## src/rtl/spi_peripheral.sv

```systemverilog
// spi_peripheral: SPI mode-0 target that oversamples sck/cs_n/pico, with a one-word TX holding register and a pulsed RX output.
// Define SPI_PERIPH_LSB_FIRST_EN to shift both TX and RX LSB first (default is MSB first).
module spi_peripheral #(
  parameter int                    DATA_WIDTH  = 8,
  parameter int                    SYNC_STAGES = 2,
  parameter logic [DATA_WIDTH-1:0] IDLE_WORD   = 8'hFF
) (
  input  logic                  clk_system_i,
  input  logic                  reset_n_i,
  input  logic                  sck_i,
  input  logic                  cs_n_i,
  input  logic                  pico_i,
  output logic                  poci_o,
  output logic                  poci_oe_o,
  input  logic [DATA_WIDTH-1:0] tx_data_i,
  input  logic                  tx_valid_i,
  output logic                  tx_ready_o,
  output logic [DATA_WIDTH-1:0] rx_data_o,
  output logic                  rx_valid_o,
  output logic                  underrun_o,
  output logic                  busy_o
);

  localparam int               CNT_W    = $clog2(DATA_WIDTH + 1);
  localparam logic [CNT_W-1:0] LAST_BIT = CNT_W'(DATA_WIDTH - 1);

  typedef enum logic {IDLE, SHIFT} state_t;

  state_t state_reg, state_next;

  logic [SYNC_STAGES-1:0] sck_sync_reg, cs_n_sync_reg, pico_sync_reg;
  logic                   sck_q_reg, cs_n_q_reg;
  logic                   s_sck, s_cs_n, s_pico;
  logic                   sck_rise, sck_fall, cs_fall;

  logic [DATA_WIDTH-1:0]  tx_shift_reg, tx_shift_adv;
  logic [DATA_WIDTH-2:0]  rx_shift_reg;
  logic [DATA_WIDTH-1:0]  rx_shift_in;
  logic                   tx_bit;
  logic [CNT_W-1:0]       bit_cnt_reg;
  logic [DATA_WIDTH-1:0]  hold_data_reg;
  logic                   hold_full_reg;
  logic [DATA_WIDTH-1:0]  rx_data_reg;
  logic                   rx_done_reg, rx_valid_reg, underrun_reg;

  logic load_tx, shift_tx, shift_rx, word_done, clr_cnt, poci_oe;

  always_ff @(posedge clk_system_i or negedge reset_n_i) begin
    if (!reset_n_i) begin
      sck_sync_reg  <= '0;
      cs_n_sync_reg <= '1;
      pico_sync_reg <= '0;
      sck_q_reg     <= 1'b0;
      cs_n_q_reg    <= 1'b1;
    end else begin
      sck_sync_reg  <= {sck_sync_reg[SYNC_STAGES-2:0], sck_i};
      cs_n_sync_reg <= {cs_n_sync_reg[SYNC_STAGES-2:0], cs_n_i};
      pico_sync_reg <= {pico_sync_reg[SYNC_STAGES-2:0], pico_i};
      sck_q_reg     <= s_sck;
      cs_n_q_reg    <= s_cs_n;
    end
  end

  assign s_sck  = sck_sync_reg[SYNC_STAGES-1];
  assign s_cs_n = cs_n_sync_reg[SYNC_STAGES-1];
  assign s_pico = pico_sync_reg[SYNC_STAGES-1];

  // sck edges only count while the target is selected
  assign sck_rise = ~s_cs_n & s_sck & ~sck_q_reg;
  assign sck_fall = ~s_cs_n & ~s_sck & sck_q_reg;
  assign cs_fall  = ~s_cs_n & cs_n_q_reg;

`ifdef SPI_PERIPH_LSB_FIRST_EN
  assign tx_bit       = tx_shift_reg[0];
  assign tx_shift_adv = {1'b0, tx_shift_reg[DATA_WIDTH-1:1]};
  assign rx_shift_in  = {s_pico, rx_shift_reg};
`else
  assign tx_bit       = tx_shift_reg[DATA_WIDTH-1];
  assign tx_shift_adv = {tx_shift_reg[DATA_WIDTH-2:0], 1'b0};
  assign rx_shift_in  = {rx_shift_reg, s_pico};
`endif

  always_ff @(posedge clk_system_i or negedge reset_n_i) begin
    if (!reset_n_i) begin
      state_reg <= IDLE;
    end else begin
      state_reg <= state_next;
    end
  end

  always_comb begin
    state_next = state_reg;
    load_tx    = 1'b0;
    shift_tx   = 1'b0;
    shift_rx   = 1'b0;
    word_done  = 1'b0;
    clr_cnt    = 1'b0;
    poci_oe    = 1'b0;
    case (state_reg)
      IDLE: begin
        if (cs_fall) begin
          load_tx    = 1'b1;
          clr_cnt    = 1'b1;
          state_next = SHIFT;
        end
      end
      SHIFT: begin
        poci_oe = 1'b1;
        // deselect beats a coincident final rise: the edge is already masked
        if (s_cs_n) begin
          clr_cnt    = 1'b1;
          state_next = IDLE;
        end else if (sck_rise) begin
          shift_rx = 1'b1;
          if (bit_cnt_reg == LAST_BIT) begin
            word_done = 1'b1;
            load_tx   = 1'b1;
            clr_cnt   = 1'b1;
          end
        end else if (sck_fall && (bit_cnt_reg != '0)) begin
          shift_tx = 1'b1;
        end
      end
      default: state_next = IDLE;
    endcase
  end

  always_ff @(posedge clk_system_i or negedge reset_n_i) begin
    if (!reset_n_i) begin
      tx_shift_reg  <= '0;
      rx_shift_reg  <= '0;
      bit_cnt_reg   <= '0;
      hold_data_reg <= '0;
      hold_full_reg <= 1'b0;
      rx_data_reg   <= '0;
      rx_done_reg   <= 1'b0;
      rx_valid_reg  <= 1'b0;
      underrun_reg  <= 1'b0;
    end else begin
      underrun_reg <= 1'b0;
      rx_done_reg  <= word_done;
      rx_valid_reg <= rx_done_reg;

      if (load_tx) begin
        if (hold_full_reg) begin
          tx_shift_reg <= hold_data_reg;
        end else begin
          tx_shift_reg <= IDLE_WORD;
          underrun_reg <= 1'b1;
        end
      end else if (shift_tx) begin
        tx_shift_reg <= tx_shift_adv;
      end

      // a load sees the pre-write state, so a same-cycle write refills for the next word
      if (load_tx && hold_full_reg) begin
        hold_full_reg <= 1'b0;
      end else if (tx_valid_i && !hold_full_reg) begin
        hold_full_reg <= 1'b1;
        hold_data_reg <= tx_data_i;
      end

      if (shift_rx) begin
`ifdef SPI_PERIPH_LSB_FIRST_EN
        rx_shift_reg <= rx_shift_in[DATA_WIDTH-1:1];
`else
        rx_shift_reg <= rx_shift_in[DATA_WIDTH-2:0];
`endif
      end
      if (word_done) begin
        rx_data_reg <= rx_shift_in;
      end

      if (clr_cnt) begin
        bit_cnt_reg <= '0;
      end else if (shift_rx) begin
        bit_cnt_reg <= bit_cnt_reg + CNT_W'(1);
      end
    end
  end

  assign poci_o     = poci_oe ? tx_bit : 1'b1;
  assign poci_oe_o  = poci_oe;
  assign tx_ready_o = ~hold_full_reg;
  assign rx_data_o  = rx_data_reg;
  assign rx_valid_o = rx_valid_reg;
  assign underrun_o = underrun_reg;
  assign busy_o     = ~s_cs_n;

endmodule
```

## config.mk

```make
export PLATFORM = sky130hd
export DESIGN_NAME = spi_peripheral
export DESIGN_NICKNAME = d
export VERILOG_FILES = /design/src/rtl/spi_peripheral.sv
export SDC_FILE = /design/constraint.sdc
export NUM_CORES = 1
export LEC_CHECK = 0
export ABC_AREA = 1
export CAP_MARGIN = 20
export CORE_MARGIN = 2
export CORE_UTILIZATION = 56
export CTS_BUF_LIST = sky130_fd_sc_hd__clkbuf_2 sky130_fd_sc_hd__clkbuf_4 sky130_fd_sc_hd__clkbuf_8
export DETAILED_ROUTE_END_ITERATION = 16
export HOLD_SLACK_MARGIN = 0.02
export MAX_ROUTING_LAYER = met4
export PLACE_DENSITY = 0.86
export SLEW_MARGIN = 25
export SYNTH_ARGS = -nofsm -noshare
export SYNTH_HDL_FRONTEND = slang
export SYNTH_SLANG_ARGS = --single-unit
```

## constraint.sdc

```tcl
create_clock -name clk_system_i -period 1.5 [get_ports clk_system_i]
set_input_delay 0.3 -clock clk_system_i [delete_from_list [all_inputs] [get_ports clk_system_i]]
set_output_delay 0.3 -clock clk_system_i [all_outputs]
set_load 0.01 [all_outputs]
```

==> reports/summary.txt <==
Status: completed
Fill count: 240
Part of the Yosys area used for sequential elements: 60.1%
Final period util: 95.4%
Clock buffer depth: 2
Slew @ Worst Pin: 386 ps
Tot Pwr: 3010 µW
Cell Pwr Density: 1210 nW/µm²
GPL Wtd Cong: 0.853
Worst setup EP type: output port
Core area: 3390 µm²
Clock transition at the registers of the reported paths: 130 ps
Final count of hold timing violations: 0
Number of buffers added on ports: 27
Sequential cell area: 1200 µm²
Largest family of logic cells by synthesized area: simple AND/OR/NAND/NOR gates
HPWL after DPL: 2710 µm
Skew-Pair Late Insertion Delay: 360 ps
Syn Area/Cell: 9.23 µm²
Largest net degree at the start of global routing: 22
Flops & latches, synth: 48
Clock root buffer: clkbuf_4
Layout Nets: 274
Initial DRC Count: 99
Grt ovf: 0
Vias in the first global route: 1410
GRT Util Overall: 21.2%
Post-synthesis xor/xnor area fraction: 0.437%
Critical path peak fanout: 2
Antenna viol nets, final: 0
Tmin final: 1430 ps
Post-synth net total: 233
CTS Sinks: 48
Relative slew slack: 74.2%
H-Tree Depth: 2
Synth top area cells: dfrtp_1, nand2_1, inv_1
Placed instance count: 294
Commonest non-fill, non-tap cell in the layout: nand2_1
Max Freq: 699 MHz
Synth Area in Simple Gates: 24.4%
CTS tree: built
CTS buffer count: 5
Final slew viol count: 0
Non-Filler Instances: 305
Layout overhead on the synthesized area: 24.2%
Dominant cell type by area after synthesis: dfrtp_1
Die height: 63.8 µm
Hold crit path type: in2reg
Setup_tns: 0 ps
Fraction of layout cells with a size suffix above 1: 17.0%
Post-synth EDFFs: 0
Post-synthesis cell type count: 23
Most used DFF post-synth: dfrtp_1
Wire per inst: 12.0 µm
WP data required: 1200 ps
Vias post-DR: 1508
Peak supply drop: 0.856 mV
RSZ-0062 raised after global routing: false
Max Cap Viol: 0
Yosys warns: 0
Drc violations: 0
Die X: 63.8 µm
Post-synth top area share: 56.2%
Commonest non-fill, non-tap cells in the layout: nand2_1, dfrtp_1, inv_1
DRT Pass-1 Iters: 4
Vias/cell: 4.94
Ys async rst share: 100%
Ant diodes: 0
Syn Inst Count: 217
Final Core Density: 73.4%
Post-Synthesis Cell Area: 2000 µm²
Pleak: 0.00132 µW
DIE AREA: 4070 µm²
Synth Area in Compound Gates: 5.75%
Adder-Cell Fraction of Synth Area: 1.25%
First-pass GRT wire length: 6320 µm
Final setup viols: 0
Antenna violations before repair: 0
Top-Level Pins: 28
Final WL: 3670 µm
Final setup skew: 6.27 ps
Mux share of post-synthesis cell area: 1.12%
Initial Utilization: 59.1%
Critical path class: reg2out
Area of the multi-input gates: 681 µm²
Setup crit start kind: flop
Cell row count: 21
CP arrival: 1130 ps
## routing by layer
| layer | global-route usage (%) | routed length [µm] |
|---|---|---|
| met1 | 27.3 | 1650 |
| met2 | 31.4 | 1780 |
| met3 | 5.81 | 147 |
| met4 | 10.1 | 86 |
| met5 | - | 0 |
## synthesized netlist by cell type (2+ instances only)
| cell type | instances |
|---|---|
| nand2_2 | 2 |
| nor2_1 | 14 |
| dfrtp_1 | 45 |
| inv_1 | 24 |
| a21oi_1 | 7 |
| o21ai_0 | 16 |
| inv_2 | 3 |
| nor3_1 | 2 |
| nand2_1 | 66 |
| dfstp_2 | 3 |
| buf_2 | 5 |
| mux2_2 | 2 |
| ha_1 | 2 |
| nand3_1 | 17 |
## critical path: stages (launching register included)
cell,delay [ps]
dfrtp_1,400
or2_4,250
buf_6,120
## what timing repair did
item	in CTS	in global routing
endpoints found under the hold margin	11	0
resized for setup	23	10
setup endpoints to repair	20	9
buffers inserted	0	2
hold buffers	1	0
## cell type report
class	instances	area share, %
clock buffer	6	1.81
clock inverter	2	1.41
inverter	27	4.18
multi-input combinational	136	27.4
sequential	48	48.4
tap	46	2.31
timing repair buffer	40	14.5
## where the power goes
part	total, µW	leakage [µW]	switching (µW)	internal, µW
clock	752	0.0000456	384	368
combinational	631	0.000668	349	281
sequential	1630	0.000606	103	1520
total	3010	0.00132	837	2170
## stage by stage
stage | worst slack (ps) | hold slack [ps] | instance area (µm²)
after detailed placement | -25.9 | 238 | 2380
after CTS | -1.92 | 315 | 2450
final | 69.7 | 330 | 2490
after floorplan | 155 | 4.41 | 2000
after global placement | 86.1 | 243 | 2380
after global routing | 5.45 | 319 | 2490
## final timing paths
kind,from,endpoint,slack [ps],cells after the start
worst max-delay path,tx_shift_reg[7]$_DFFE_PN0P_,poci_o,70,2
max in group asynchronous,reset_n_i,hold_data_reg[4]$_DFFE_PN0P_,630,3
worst min register to register,sck_sync_reg[0]$_DFF_PN0_,sck_sync_reg[1]$_DFF_PN0_,360,0
worst min-delay path,cs_n_i,cs_n_sync_reg[0]$_DFF_PN1_,330,1
worst max register to register,bit_cnt_reg[1]$_DFFE_PN0P_,tx_shift_reg[3]$_DFFE_PN0P_,100,9
min in group asynchronous,reset_n_i,rx_shift_reg[4]$_DFFE_PN0P_,360,2
## cells by family after synthesis
logic type,after synthesis
xor gates and xnor gates,1
adders and majority gates,2
buffers and inverters,33
and+or+nand+nor,108
DFF,48
muxes,2
AOI/OAI and AO/OA,23
Power figures use the tool's default switching activity.
